File: config.mk
export PLATFORM = sky130hd
export DESIGN_NAME = ulbf_coeffs_reader_flat
export DESIGN_NICKNAME = d
export VERILOG_FILES = /design/src/rtl/ulbf_coeffs_pkg.sv /design/src/rtl/ulbf_coeffs_reader_if.sv /design/src/rtl/ulbf_coeffs_rd_fifo.sv /design/src/rtl/ulbf_coeffs_reader.sv /design/src/flat_wrapper.sv
export SDC_FILE = /design/constraint.sdc
export NUM_CORES = 1
export LEC_CHECK = 0
export BUFFER_PORTS_ARGS = -buffer_cell sky130_fd_sc_hd__buf_2
export CORE_ASPECT_RATIO = 0.8
export CORE_MARGIN = 1
export CORE_UTILIZATION = 51
export CTS_CLUSTER_SIZE = 16
export DETAILED_ROUTE_END_ITERATION = 7
export MAX_ROUTING_LAYER = met4
export PLACE_DENSITY = 0.74
export SYNTH_ARGS = -nofsm -noshare
export SYNTH_HDL_FRONTEND = slang
export SYNTH_SLANG_ARGS = --single-unit
export TNS_END_PERCENT = 20
File: constraint.sdc
create_clock -name clk -period 3.44 [get_ports clk]
set_input_delay 0.344 -clock clk [delete_from_list [all_inputs] [get_ports clk]]
set_output_delay 0.344 -clock clk [all_outputs]
set_load 0.02 [all_outputs]
File: src/rtl/ulbf_coeffs_pkg.sv
// Shared constants for the ULBF coefficient port-B reader: FSM encoding,
// CSR status layout and default bus widths.
package ulbf_coeffs_pkg;

    localparam int unsigned DefAddrW = 16;
    localparam int unsigned DefDataW = 64;

    localparam logic [1:0] StIdle  = 2'd0;
    localparam logic [1:0] StRun   = 2'd1;
    localparam logic [1:0] StDrain = 2'd2;

    localparam int unsigned CsrBusyBit = 31;
    localparam int unsigned CsrIgnBit  = 30;
    localparam int unsigned CsrCountW  = 16;

endpackage

File: src/rtl/ulbf_coeffs_reader_if.sv
// AXI4-Stream beat interface from the coefficient reader toward the AIE PLIO.
interface ulbf_coeffs_reader_if
    import ulbf_coeffs_pkg::*;
#(
    parameter int unsigned DATA_W = DefDataW
);
    logic [DATA_W-1:0] tdata;
    logic              tvalid;
    logic              tready;
    logic              tlast;

    modport master (output tdata, output tvalid, output tlast, input tready);
    modport slave  (input tdata, input tvalid, input tlast, output tready);
endinterface

File: src/rtl/ulbf_coeffs_rd_fifo.sv
// Synchronous first-word-fall-through FIFO; count feeds the read-credit check.
module ulbf_coeffs_rd_fifo
    import ulbf_coeffs_pkg::*;
#(
    parameter int unsigned DEPTH = 4,
    parameter int unsigned WIDTH = DefDataW
) (
    input  logic                     clk,
    input  logic                     rst,
    input  logic                     wr_en,
    input  logic [WIDTH-1:0]         wr_data,
    input  logic                     rd_en,
    output logic [WIDTH-1:0]         rd_data,
    output logic                     empty,
    output logic [$clog2(DEPTH):0]   count
);
    localparam int unsigned PtrW = $clog2(DEPTH);

    logic [WIDTH-1:0] mem [DEPTH];
    logic [PtrW:0]    wr_ptr_q;
    logic [PtrW:0]    rd_ptr_q;
    logic             full;
    logic             do_wr;
    logic             do_rd;

    assign count   = wr_ptr_q - rd_ptr_q;
    assign empty   = (count == '0);
    assign full    = (count == (PtrW + 1)'(DEPTH));
    assign do_wr   = wr_en && !full;
    assign do_rd   = rd_en && !empty;
    assign rd_data = mem[rd_ptr_q[PtrW-1:0]];

    always_ff @(posedge clk) begin
        if (rst) begin
            wr_ptr_q <= '0;
            rd_ptr_q <= '0;
        end else begin
            if (do_wr) wr_ptr_q <= wr_ptr_q + (PtrW + 1)'(1);
            if (do_rd) rd_ptr_q <= rd_ptr_q + (PtrW + 1)'(1);
        end
    end

    always_ff @(posedge clk) begin
        if (do_wr) mem[wr_ptr_q[PtrW-1:0]] <= wr_data;
    end

endmodule

File: src/rtl/ulbf_coeffs_reader.sv
// Port-B read engine: streams a contiguous block of 64-bit coefficient words
// from BRAM as AXI4-Stream beats, with credit-limited reads into an FWFT FIFO.
module ulbf_coeffs_reader
    import ulbf_coeffs_pkg::*;
#(
    parameter int unsigned ADDR_W     = DefAddrW,
    parameter int unsigned DATA_W     = DefDataW,
    parameter int unsigned RD_LAT     = 2,
    parameter int unsigned FIFO_DEPTH = 4
) (
    input  logic                 clk,
    input  logic                 rst,
    input  logic                 start,
    input  logic [ADDR_W-1:0]    base_addr,
    input  logic [15:0]          num_words,
    output logic                 enb,
    output logic [ADDR_W-1:0]    addrb,
    input  logic [DATA_W-1:0]    doutb,
    ulbf_coeffs_reader_if.master m_axis,
    output logic                 busy,
    output logic                 done,
    output logic [31:0]          csr_rddata
);
    localparam int unsigned CntW = $clog2(FIFO_DEPTH) + 1;

    logic [1:0]        state_q, state_d;
    logic [ADDR_W-1:0] addr_q;
    logic [15:0]       num_words_q;
    logic [15:0]       rd_cnt_q;
    logic [15:0]       words_sent_q;
    logic [RD_LAT-1:0] vld_q;
    logic              start_ignored_q;
    logic              done_q;

    logic              accept;
    logic              issue;
    logic              fire;
    logic              last_beat;
    logic [CntW-1:0]   fifo_count;
    logic [CntW-1:0]   inflight;
    logic              fifo_empty;
    logic [DATA_W-1:0] fifo_data;

    // done_q blocks acceptance so a start coinciding with done is ignored.
    assign accept    = start && (state_q == StIdle) && !done_q;
    assign inflight  = CntW'($countones(vld_q));
    assign issue     = (state_q == StRun) &&
                       (({1'b0, fifo_count} + {1'b0, inflight}) < (CntW + 1)'(FIFO_DEPTH));
    assign fire      = m_axis.tvalid && m_axis.tready;
    assign last_beat = (words_sent_q == num_words_q - 16'd1);

    always_comb begin
        state_d = state_q;
        unique case (state_q)
            StIdle:  if (accept && (num_words != 16'd0)) state_d = StRun;
            StRun:   if (issue && (rd_cnt_q == num_words_q - 16'd1)) state_d = StDrain;
            StDrain: if (fire && last_beat && (inflight == '0)) state_d = StIdle;
            default: state_d = StIdle;
        endcase
    end

    always_ff @(posedge clk) begin
        if (rst) begin
            state_q         <= StIdle;
            addr_q          <= '0;
            num_words_q     <= '0;
            rd_cnt_q        <= '0;
            words_sent_q    <= '0;
            vld_q           <= '0;
            start_ignored_q <= 1'b0;
            done_q          <= 1'b0;
        end else begin
            state_q <= state_d;
            vld_q   <= (vld_q << 1) | RD_LAT'(issue);
            done_q  <= (accept && (num_words == 16'd0)) ||
                       ((state_q == StDrain) && (state_d == StIdle));
            if (accept) begin
                addr_q          <= base_addr;
                num_words_q     <= num_words;
                rd_cnt_q        <= '0;
                words_sent_q    <= '0;
                start_ignored_q <= 1'b0;
            end else begin
                if (start) start_ignored_q <= 1'b1;
                if (issue) begin
                    addr_q   <= addr_q + ADDR_W'(1);
                    rd_cnt_q <= rd_cnt_q + 16'd1;
                end
                if (fire) words_sent_q <= words_sent_q + 16'd1;
            end
        end
    end

    ulbf_coeffs_rd_fifo #(
        .DEPTH (FIFO_DEPTH),
        .WIDTH (DATA_W)
    ) u_fifo (
        .clk     (clk),
        .rst     (rst),
        .wr_en   (vld_q[RD_LAT-1]),
        .wr_data (doutb),
        .rd_en   (fire),
        .rd_data (fifo_data),
        .empty   (fifo_empty),
        .count   (fifo_count)
    );

    assign enb           = issue;
    assign addrb         = addr_q;
    assign m_axis.tvalid = !fifo_empty;
    // Gate data so tdata reads zero whenever no beat is offered.
    assign m_axis.tdata  = m_axis.tvalid ? fifo_data : '0;
    assign m_axis.tlast  = m_axis.tvalid && last_beat;
    assign busy          = (state_q != StIdle);
    assign done          = done_q;

    always_comb begin
        csr_rddata                   = '0;
        csr_rddata[CsrBusyBit]       = busy;
        csr_rddata[CsrIgnBit]        = start_ignored_q;
        csr_rddata[CsrCountW-1:0]    = words_sent_q;
    end

endmodule

File: src/flat_wrapper.sv
// flat-port wrapper written by rule: the top's interface ports become plain ports
module ulbf_coeffs_reader_flat import ulbf_coeffs_pkg::*;
#(
    parameter int unsigned ADDR_W     = DefAddrW,
    parameter int unsigned DATA_W     = DefDataW,
    parameter int unsigned RD_LAT     = 2,
    parameter int unsigned FIFO_DEPTH = 4
)
  (clk, rst, start, base_addr, num_words, enb, addrb, doutb, busy, done, csr_rddata, m_axis_tdata, m_axis_tvalid, m_axis_tlast, m_axis_tready);
  ulbf_coeffs_reader_if #(.DATA_W(DATA_W)) m_axis_i ();
  input  logic clk;
  input  logic rst;
  input  logic start;
  input  logic [ADDR_W-1:0] base_addr;
  input  logic [15:0] num_words;
  output logic enb;
  output logic [ADDR_W-1:0] addrb;
  input  logic [DATA_W-1:0] doutb;
  output logic busy;
  output logic done;
  output logic [31:0] csr_rddata;
  output wire logic [$bits(m_axis_i.tdata)-1:0] m_axis_tdata;
  output wire logic [$bits(m_axis_i.tvalid)-1:0] m_axis_tvalid;
  output wire logic [$bits(m_axis_i.tlast)-1:0] m_axis_tlast;
  input wire logic [$bits(m_axis_i.tready)-1:0] m_axis_tready;
  assign m_axis_tdata = m_axis_i.tdata;
  assign m_axis_tvalid = m_axis_i.tvalid;
  assign m_axis_tlast = m_axis_i.tlast;
  assign m_axis_i.tready = m_axis_tready;
  ulbf_coeffs_reader #(.ADDR_W(ADDR_W), .DATA_W(DATA_W), .RD_LAT(RD_LAT), .FIFO_DEPTH(FIFO_DEPTH)) u_core (.clk(clk), .rst(rst), .start(start), .base_addr(base_addr), .num_words(num_words), .enb(enb), .addrb(addrb), .doutb(doutb), .m_axis(m_axis_i), .busy(busy), .done(done), .csr_rddata(csr_rddata));
endmodule
== Word level (Yosys, flattened, before mapping) ==
Memories as Yosys holds them, arrays and structs flattened. A register that Yosys moved wholly into a read port is not among the register bits.
Cells that the tools add are included.
Operators by class
  equality and inequality tests: 5
  bitwise logic cells: 1
  reductions and logical operators: 26
  $add $sub $neg: 9
  multiplexer cells: 11
  $lt $le $gt $ge: 1
Operators with widths (number)
  $mux W64: 1
  $add A16 B1 Y16 const B: 3
  $eq A16 B16 Y1: 2
  $mux W16: 2
  $logic_not A16 Y1: 1
  $reduce_bool A16 Y1: 1
  $sub A16 B1 Y16 const B: 1
  $logic_and A1 B1 Y1: 13
  $mux W2: 5
  $add A3 B1 Y3 const B: 2
  $logic_not A3 Y1: 2
  $pmux W2 S3: 1
  $add A3 B3 Y4: 1
  $logic_not A2 Y1: 2
  $lt A4 B3 Y1 const B: 1
  $reduce_bool A2 Y1: 2
  $eq A3 B3 Y1 const B: 1
  $logic_not A1 Y1: 3
  $sub A3 B3 Y3: 1
  $add A1 B1 Y2: 1
  $eq A2 B1 Y1 const B: 1
  $eq A2 B2 Y1 const B: 1
  $mux W1: 2
  $or A2 B1 Y2: 1
  2 further kinds: 2
Word-level totals
  bits of input ports: 100
  register bits after elaboration: 76
  RAM bits: 256
  output and inout bits: 117
  logic and storage cells: 64
  memories: 1
Memories
  u_core.u_fifo.mem: words 4, bits a word 64, read ports 1, clocked after memory_dff 1, write ports 1, line ulbf_coeffs_rd_fifo.sv:19  | logic [WIDTH-1:0] mem [DEPTH];

== Depth between registers and ports, before layout ==
Gate-level depths: netlist (run 1).
  depth after elaboration: 11
  mapped depth: 13
  depth with buffers taken out: 12

== Modules after synthesis ==
Synthesis (run 1) repeated with hierarchy kept, for this count alone.
Unflattened totals
  cell total of the unflattened synthesis: 995
  area, all modules: 14426.3 µm²
Modules (own cells, without submodules)
  ulbf_coeffs_rd_fifo: sequential area each 7847.5 µm², area an instance 9711.8 µm², times used 1, cells each 388
  ulbf_coeffs_reader: sequential area each 1401.3 µm², area an instance 4714.5 µm², times used 1, cells each 607

== Least setup slack after synthesis (run 1) ==
Ideal clock, no wire load.
  kind: register to register
  from: reg u_core.u_fifo.wr_ptr_q[0]
  to: mem u_core.u_fifo.mem[3][0] (netlist bit) (enable)
  period minus slack after synthesis: 3.553 ns
  arrival: 3.123 ns
  required time: 3.010 ns
  stages on the path, launching flop included: 9
  path buffers: 0
  path slack: -0.113 ns
  cell sequence: dfxtp_1 inv_1 ha_1 inv_1 fa_1 nor2b_1 nor2b_1 nor2_1 and2_1
On the way
  cells in the longest elaborated chain, start to end: 6
Ends and longest elaborated chain
  start, declared: line ulbf_coeffs_rd_fifo.sv:20  | logic [PtrW:0] wr_ptr_q;
  start signal, assigned: line ulbf_coeffs_rd_fifo.sv:38  | if (do_wr) wr_ptr_q <= wr_ptr_q + (PtrW + 1)'(1);
  $sub A3 B3 Y3: line ulbf_coeffs_rd_fifo.sv:26  | assign count = wr_ptr_q - rd_ptr_q;
  $eq A3 B3 Y1: line ulbf_coeffs_rd_fifo.sv:28  | assign full = (count == (PtrW + 1)'(DEPTH));
  $logic_not A1 Y1: line ulbf_coeffs_rd_fifo.sv:29  | assign do_wr = wr_en && !full;
  $logic_and A1 B1 Y1: line ulbf_coeffs_rd_fifo.sv:29
  $mux W1: line ulbf_coeffs_rd_fifo.sv:44  | if (do_wr) mem[wr_ptr_q[PtrW-1:0]] <= wr_data;
  $mux W1 (not written as such): line ulbf_coeffs_rd_fifo.sv:44
  end, declared: line ulbf_coeffs_rd_fifo.sv:19
Parallel ways exist; a longest one is shown, timed or not.

== Worst setup path in the final report (run 1) ==
  from: reg u_core.num_words_q[0]
  to: out m_axis_tlast
On the way
  cells in the longest elaborated chain, start to end: 3
Ends and longest elaborated chain
  start, declared: line ulbf_coeffs_reader.sv:28  | logic [15:0] num_words_q;
  start signal, assigned: line ulbf_coeffs_reader.sv:79  | num_words_q <= num_words;
  $sub A16 B1 Y16: line ulbf_coeffs_reader.sv:50  | assign last_beat = (words_sent_q == num_words_q - 16'd1);
  $eq A16 B16 Y1: line ulbf_coeffs_reader.sv:50
  $logic_and A1 B1 Y1: line ulbf_coeffs_reader.sv:113  | assign m_axis.tlast = m_axis.tvalid && last_beat;
  end, declared: line flat_wrapper.sv:24  | output wire logic [$bits(m_axis_i.tlast)-1:0] m_axis_tlast;
No other way between the ends.

==> run metrics, run 1 <==
status=complete, no violations; Final period util=0.9851; final net count=1299; Max clock buf depth=3; Setup CP Type=register to output pin; grt ovf=0; fill cell count=2051; WL final=29910 um; post-synthesis sequential area ratio=0.6483; CTS tree=built; Lkg Pwr=6.086 nW; global-route wire length before repair=46310 um; worst hold endpoint=u_core.u_fifo.mem[2][51]$_DFFE_PP_; Synthesis Warnings=0; Clk Latency, worst-skew pair=0.53 ns; Overall Power=12.17 mW; Setup crit end kind=output pin; post-synth top area share=0.5388; worst path required time=3.10 ns; Worst-Margin Slew=0.9096 ns; vias in the first global route=8456; Hold Path Class=input pin to register; Synth Area per Inst=14.59 um2; Via Count=8707; FF+latch count, synth=334; root buffer cell=clkbuf_16; VDD IR max=623.6 uV; Global Route met2 Usage=0.3311; CTS clk-pin slew, worst paths=0.06 ns; Mapped Area=0.01427 mm2; reg2reg end=u_core.state_q[1]$_SDFF_PP0_; most numerous cell in the Yosys netlist=edfxtp_1; row count=54; RSZ-0062 raised after global routing=yes; DRC viols=0; relative slew slack=0.3936; cells on worst reg2reg path=10; core footprint=0.02736 mm2; chip width=189 um; GRT met3 Usage=0.04422; top post-synthesis cells by area=edfxtp_1, dfxtp_1, mux4_2; initial antenna violation count=2; area of the die=0.02865 mm2; endpoints failing hold=0; largest net degree at the start of global routing=66; Final Slew Violations=0; source of the worst hold timing path=doutb[51]; Util after Layout=0.6182; Max Cap Violations=0; Die Y=151.6 um; initial DRC count=576; crit path DAT=3.04 ns; htree depth=2; GP Congestion=0.9059; PortBufs=202; CP Max Fanout=9; fmax=295.1 MHz; DRT Pass-1 Iters=5; hold bufs inserted after CTS=0; buffers plus inverters on the worst setup path=2; Final Setup Violations=0; gr busiest metal=met2; I/O Pins=217; overall routing resource usage=0.2148; crit-path max cell delay=0.59 ns; share of post-route cells with drive strength above 1=0.3052; Worst R2R Setup Slack=0.21 ns; Initial Util=0.5214; fraction of registers with async set/reset=0; Post-synth EDFFs=256; Synth cell types=65; power per cell area=719.7 mW/mm2; Num CTS Buffers=35; hpwl dp=19810 um; Top delay family on crit path=simple AND/OR/NAND/NOR gates; WL/cell=18.99 um; ys flop type=edfxtp_1; via density per instance=5.528; area growth from synthesis to layout=18.57%; CTS sink count=334; met1 usage=0.2930; critical-path cell list=inv_1, ha_1, or4b_4, nor3_4, or2b_1, o2111ai_1, or4_4, and4bb_1, buf_4; Synth area leader=edfxtp_1; Slowest cell on crit path=or4_4; post-synthesis cell count=978; ANT nets after route=0; worst r2r src=u_core.num_words_q[0]$_SDFFE_PP0P_; skew final=0.02472 ns; Worst setup SP type=register; Commonest cells post-synth=edfxtp_1, dfxtp_1, nor2_1, and2_1, mux4_2; worst hold stages=1; crit path time final=3.389 ns
-- how the worst max path moves through the flow --
stage	end	slack, ns	start	cells past startpoint
after floorplan	u_core.u_fifo.mem[2][0]$_DFFE_PP_	-0.08	u_core.u_fifo.wr_ptr_q[0]$_SDFFE_PP0P_	8
after global placement	u_core.addrb[9]$_SDFFE_PP0P_	0.39	u_core.u_fifo.wr_ptr_q[0]$_SDFFE_PP0P_	12
after detailed placement	u_core.addrb[6]$_SDFFE_PP0P_	0.20	u_core.u_fifo.wr_ptr_q[0]$_SDFFE_PP0P_	11
after CTS	m_axis_tlast	0.005	u_core.num_words_q[0]$_SDFFE_PP0P_	9
after global routing	m_axis_tlast	-0.07	u_core.num_words_q[10]$_SDFFE_PP0P_	7
final	m_axis_tlast	0.05	u_core.num_words_q[0]$_SDFFE_PP0P_	9
-- cells in the final DEF, fill, tap and decap left out, types with 4 or more instances in the layout --
cell type	netlist	layout
clkinv_2	0	7
nand4_1	11	11
xnor2_1	37	37
inv_1	16	16
and2_1	68	64
a211oi_1	14	14
edfxtp_1	256	256
nor3_1	10	8
buf_2	1	201
clkbuf_1	42	8
or3_1	7	7
a31oi_1	5	5
nor4_1	8	7
clkinv_1	0	5
nand2_1	61	60
mux4_2	64	64
buf_12	0	9
nor2b_1	6	6
ha_1	13	13
conb_1	1	14
a21oi_1	27	27
mux2i_1	8	8
dfxtp_1	78	72
nor2_1	72	72
dfxtp_2	0	5
and3_1	10	10
o21ai_0	12	12
clkbuf_16	0	35
buf_4	17	21
xor2_1	42	42
nand4b_1	4	4
nand3_1	17	17
nand2b_1	5	5
-- registers in the layout (all words and copies together), names as in the netlist, named ones only --
signal and cells:
u_core.addrb 16, u_core.done 1, u_core.num_words_q 16, u_core.rd_cnt_q 16, u_core.start_ignored_q 1, u_core.state_q 2
u_core.u_fifo.mem 256, u_core.u_fifo.rd_ptr_q 3, u_core.u_fifo.wr_ptr_q 3, u_core.vld_q 2, u_core.words_sent_q 16
-- layout make-up --
type,count,area (um2),share of cell area
Clock inverter,18,198.9,0.01176
Antenna cell,2,5.005,0.0002959
Clock buffer,43,905.9,0.05355
Tap cell,364,455.4,0.02692
Inverter,16,60.06,0.003550
Multi-Input combinational cell,567,4688,0.2771
Timing Repair Buffer,231,1344,0.07944
Sequential cell,334,9259,0.5473
-- cell families after synthesis --
| family | share of synthesized area |
|---|---|
| AND/OR/NAND/NOR | 0.1122 |
| other | 0.0002628 |
| XOR/XNOR | 0.05016 |
| adder cells (fa/ha/maj) | 0.01280 |
| flip-flops | 0.6483 |
| AO/OA/AOI/OAI | 0.03859 |
| multiplexers | 0.1090 |
| buffers and inverters | 0.02876 |
-- stage by stage --
stage,setup WS (ns),hold slack (ns),TNS (ns),cell area [um2],instances
2_1_floorplan,-0.08103,0.4377,-15.56,14320,991
3_5_place_dp,0.1999,0.4594,0,15770,1510
5_1_grt,-0.07381,0.004600,-0.07381,16920,1575
4_1_cts,0.004842,0.0006592,0,16900,1573
3_3_place_gp,0.3869,0.4511,0,15770,1510
6_report,0.05109,0.02109,0,16920,1575
-- worst reg2reg max path: stages (launching register included) --
cell and delay (ns):
dfxtp_2 0.37, inv_1 0.07, ha_1 0.16, or4b_4 0.50, buf_4 0.18, nor4b_4 0.40
mux2_1 0.36, a31oi_1 0.17, a41oi_1 0.07, or4_1 0.57, a221oi_1 0.28
-- report_power, final --
part / switching [mW] / leakage, nW / internal (mW) / total [mW]
sequential: 0.137 / 2.94 / 4.46 / 4.60
clock: 1.54 / 0.538 / 2.05 / 3.60
combinational: 2.36 / 2.60 / 1.62 / 3.98
total: 4.04 / 6.09 / 8.14 / 12.2
-- metal layers --
layer,routed length [um],vias to the layer above,part of all wire
met2,14000,263,0.47
met3,1937,42,0.065
met1,13470,4354,0.45
met4,508,0,0.017
li1,-,4048,-
met5,0,-,0
-- repair_timing --
action / in CTS / in global routing
buffers inserted: 2 / 0
pin swaps: 1 / 1
endpoints found under the setup margin: 1 / 4
resized for setup: 5 / 4
(Power assumes the default switching activity.)
==> run 2, diff against run 1 <==
--- a/config.mk
+++ b/config.mk
@@ -8,12 +8,14 @@
 export BUFFER_PORTS_ARGS = -buffer_cell sky130_fd_sc_hd__buf_2
 export CORE_ASPECT_RATIO = 0.8
 export CORE_MARGIN = 1
-export CORE_UTILIZATION = 51
+export CORE_UTILIZATION = 52
 export CTS_CLUSTER_SIZE = 16
 export DETAILED_ROUTE_END_ITERATION = 7
 export MAX_ROUTING_LAYER = met4
-export PLACE_DENSITY = 0.74
+export PLACE_DENSITY = 0.75
+export RECOVER_POWER = 25
 export SYNTH_ARGS = -nofsm -noshare
 export SYNTH_HDL_FRONTEND = slang
+export SYNTH_HIERARCHICAL = 1
 export SYNTH_SLANG_ARGS = --single-unit
 export TNS_END_PERCENT = 20
==> run 2 against run 1 <==
Sequential power fell by 3%. Synthesized area increased by 1.1%. Worst setup slack gained 0.12 ns. Utilization rose by 0.95 points. Clock power increased by 9.4%. Fmax is 3.7% higher. Via count is 2.2% higher. Clock-buffer cell count up 5.
==> run metrics, run 2 <==
fmax=306.1 MHz; Hold Path Class=input pin to register; hpwl dp=19630 um; area of the die=0.02842 mm2; via density per instance=5.577; FF+latch count, synth=334; Worst R2R Setup Slack=0.19 ns; DP Worst Slack=0.09370 ns; skew final=0.01804 ns; Setup crit end kind=output pin; worst r2r src=u_core/u_fifo/wr_ptr_q[0]$_SDFFE_PP0P_; WL/cell=18.98 um; Mapped Area=0.01443 mm2; Clk Latency, worst-skew pair=0.51 ns; source of the worst hold timing path=doutb[10]; cells on worst reg2reg path=12; Max Cap Violations=0; grt ovf=0; Synth area leader=edfxtp_1; top post-synthesis cells by area=edfxtp_1, dfxtp_1, mux4_2; hold bufs inserted after CTS=0; ys flop type=edfxtp_1; fraction of registers with async set/reset=0; Final period util=0.9495; Lkg Pwr=6.006 nW; Synth Area per Inst=14.50 um2; initial antenna violation count=1; worst path required time=3.10 ns; initial DRC count=603; post-synthesis sequential area ratio=0.6411; core footprint=0.02730 mm2; Clock Power Share=0.433; fill cell count=2032; endpoints failing hold=0; placed cells=1527; I/O Pins=217; part of the power in combinational logic=0.077; PortBufs=202; Int Pwr=7.094 mW; Die Y=151.0 um; WL final=30290 um; largest net degree at the start of global routing=65; DRC viols=0; Util after Layout=0.6277; crit path DAT=2.92 ns; CTS sink count=334; post-synthesis share of cell area spent on full adders, half adders and majority gates=0.01336; CP Max Fanout=6; power per cell area=531.2 mW/mm2; area growth from synthesis to layout=18.76%; post-synth top area share=0.5329; Layout Cells excl Fill=1596; share of post-route cells with drive strength above 1=0.2754; main combinational cell family by area after synthesis=simple AND/OR/NAND/NOR gates; Num CTS Buffers=35; sequential share of power=0.490; commonest non-fill, non-tap cell in the layout=edfxtp_1; chip width=188.2 um; crit path time final=3.266 ns; global-route wire length before repair=46470 um; mux contribution to synthesized area=0.1103; max reg flops=256; met3 wire len=2291 um; relative slew slack=0.3514; Sw Ratio=0.2204; most frequent cells in the layout=edfxtp_1, buf_2, dfxtp_1; Initial Util=0.5285; max layer used=met4; Post-Synth Simple-Gate Area=0.1199; CTS clk-pin slew, worst paths=0.06 ns; Post-synth EDFFs=256; Setup CP Type=register to output pin; Synth cell types=65; Max clock buf depth=3; overall routing resource usage=0.2183; Commonest cells post-synth=edfxtp_1, dfxtp_1, nor2b_1, nor2_1, mux4_2; met1 wire length=13130 um; final worst slack=0.1736 ns; Sw Pwr=2.006 mW; status=complete, no violations; ANT nets after route=0; Post-Synth XOR/XNOR Area=0.04319; most numerous cell in the Yosys netlist=edfxtp_1; CTS tree=built; post-synthesis cell count=995; final net count=1319; Final Slew Violations=0; row count=54; worst hold stages=1; VDD IR max=514.9 uV; WL met2=14310 um; Worst setup SP type=register; Worst-Margin Slew=0.9729 ns; vias in the first global route=8504; DRT Pass-1 Iters=5; worst hold endpoint=u_core/u_fifo/mem[3][10]$_DFFE_PP_; root buffer cell=clkbuf_16; reg2reg end=u_core/addrb[5]$_SDFFE_PP0P_; Synthesis Warnings=6; htree depth=2; Via Count=8901; RSZ-0062 raised after global routing=no; Final Setup Violations=0; GP Congestion=0.9260; Synth Area in Compound Gates=0.04111
## run 2: cells by family (layout without fill, tap and decap cells)
kind of cell,Yosys count,after routing
mux,78,78
fa+ha+maj,15,15
xor+xnor,68,68
other cells,1,15
buf+inv,93,316
simple gates,316,316
compound gates,90,90
flops,334,334
## run 2: critical path, cell delays in order (launching register included)
cell       delay (ns)
dfxtp_1          0.38
inv_1            0.08
ha_1             0.25
or3b_2           0.53
mux2i_1          0.16
and4_1           0.23
o2111ai_1        0.17
nor4_2           0.35
buf_2            0.25
## run 2: layout make-up
class / instances / area (um2) / area share
Sequential cell: 334 / 9255 / 0.5402
Multi-Input combinational cell: 581 / 4857 / 0.2835
Timing Repair Buffer: 231 / 1259 / 0.07347
Clock buffer: 48 / 997.2 / 0.05820
Tap cell: 364 / 455.4 / 0.02658
Clock inverter: 15 / 224.0 / 0.01307
Inverter: 22 / 82.58 / 0.004820
Antenna cell: 1 / 2.502 / 0.0001461
## run 2: through the flow
step	area, um2	hold WS (ns)	total power [mW]	setup TNS [ns]
2_1_floorplan	14480	0.4391	4.984	-20.20
3_3_place_gp	15860	0.4544	5.204	0
3_5_place_dp	15860	0.4639	5.219	0
4_1_cts	17100	0.01782	9.154	-0.09063
5_1_grt	17130	0.04959	9.379	0
6_report	17130	0.06265	9.101	0
## run 2: timing repair
item	in CTS	in global routing
endpoints found under the setup margin	40	74
pin swaps	0	6
buffers inserted	0	5
gates resized for setup	4	11
## run 2: worst max path at each step
stage,start,end,depth (start not counted)
final,u_core/num_words_q[1]$_SDFFE_PP0P_,m_axis_tlast,8
after global routing,u_core/u_fifo/wr_ptr_q[0]$_SDFFE_PP0P_,m_axis_tdata[9],9
after CTS,u_core/u_fifo/wr_ptr_q[0]$_SDFFE_PP0P_,m_axis_tdata[49],9
after detailed placement,u_core/u_fifo/wr_ptr_q[0]$_SDFFE_PP0P_,u_core/addrb[15]$_SDFFE_PP0P_,13
after global placement,u_core/u_fifo/wr_ptr_q[0]$_SDFFE_PP0P_,u_core/state_q[1]$_SDFF_PP0_,12
after floorplan,u_core/u_fifo/wr_ptr_q[0]$_SDFFE_PP0P_,u_core/u_fifo/mem[1][0]$_DFFE_PP_,6
## run 2: routing by layer
layer  global-route usage  up-vias
met3              0.05723       47
met2               0.3351      300
met1               0.2896     4425
met4              0.06098        0
met5                    -        -
li1                     -     4129
## run 2: power groups by stage
stage               Clock [mW]  Combinational [mW]  Sequential [mW]
floorplan                    0               0.448             4.54
global placement             0               0.665             4.54
detailed placement           0               0.678             4.54
CTS                       4.01               0.687             4.46
global route              4.15               0.763             4.46
finish                    3.94               0.703             4.46
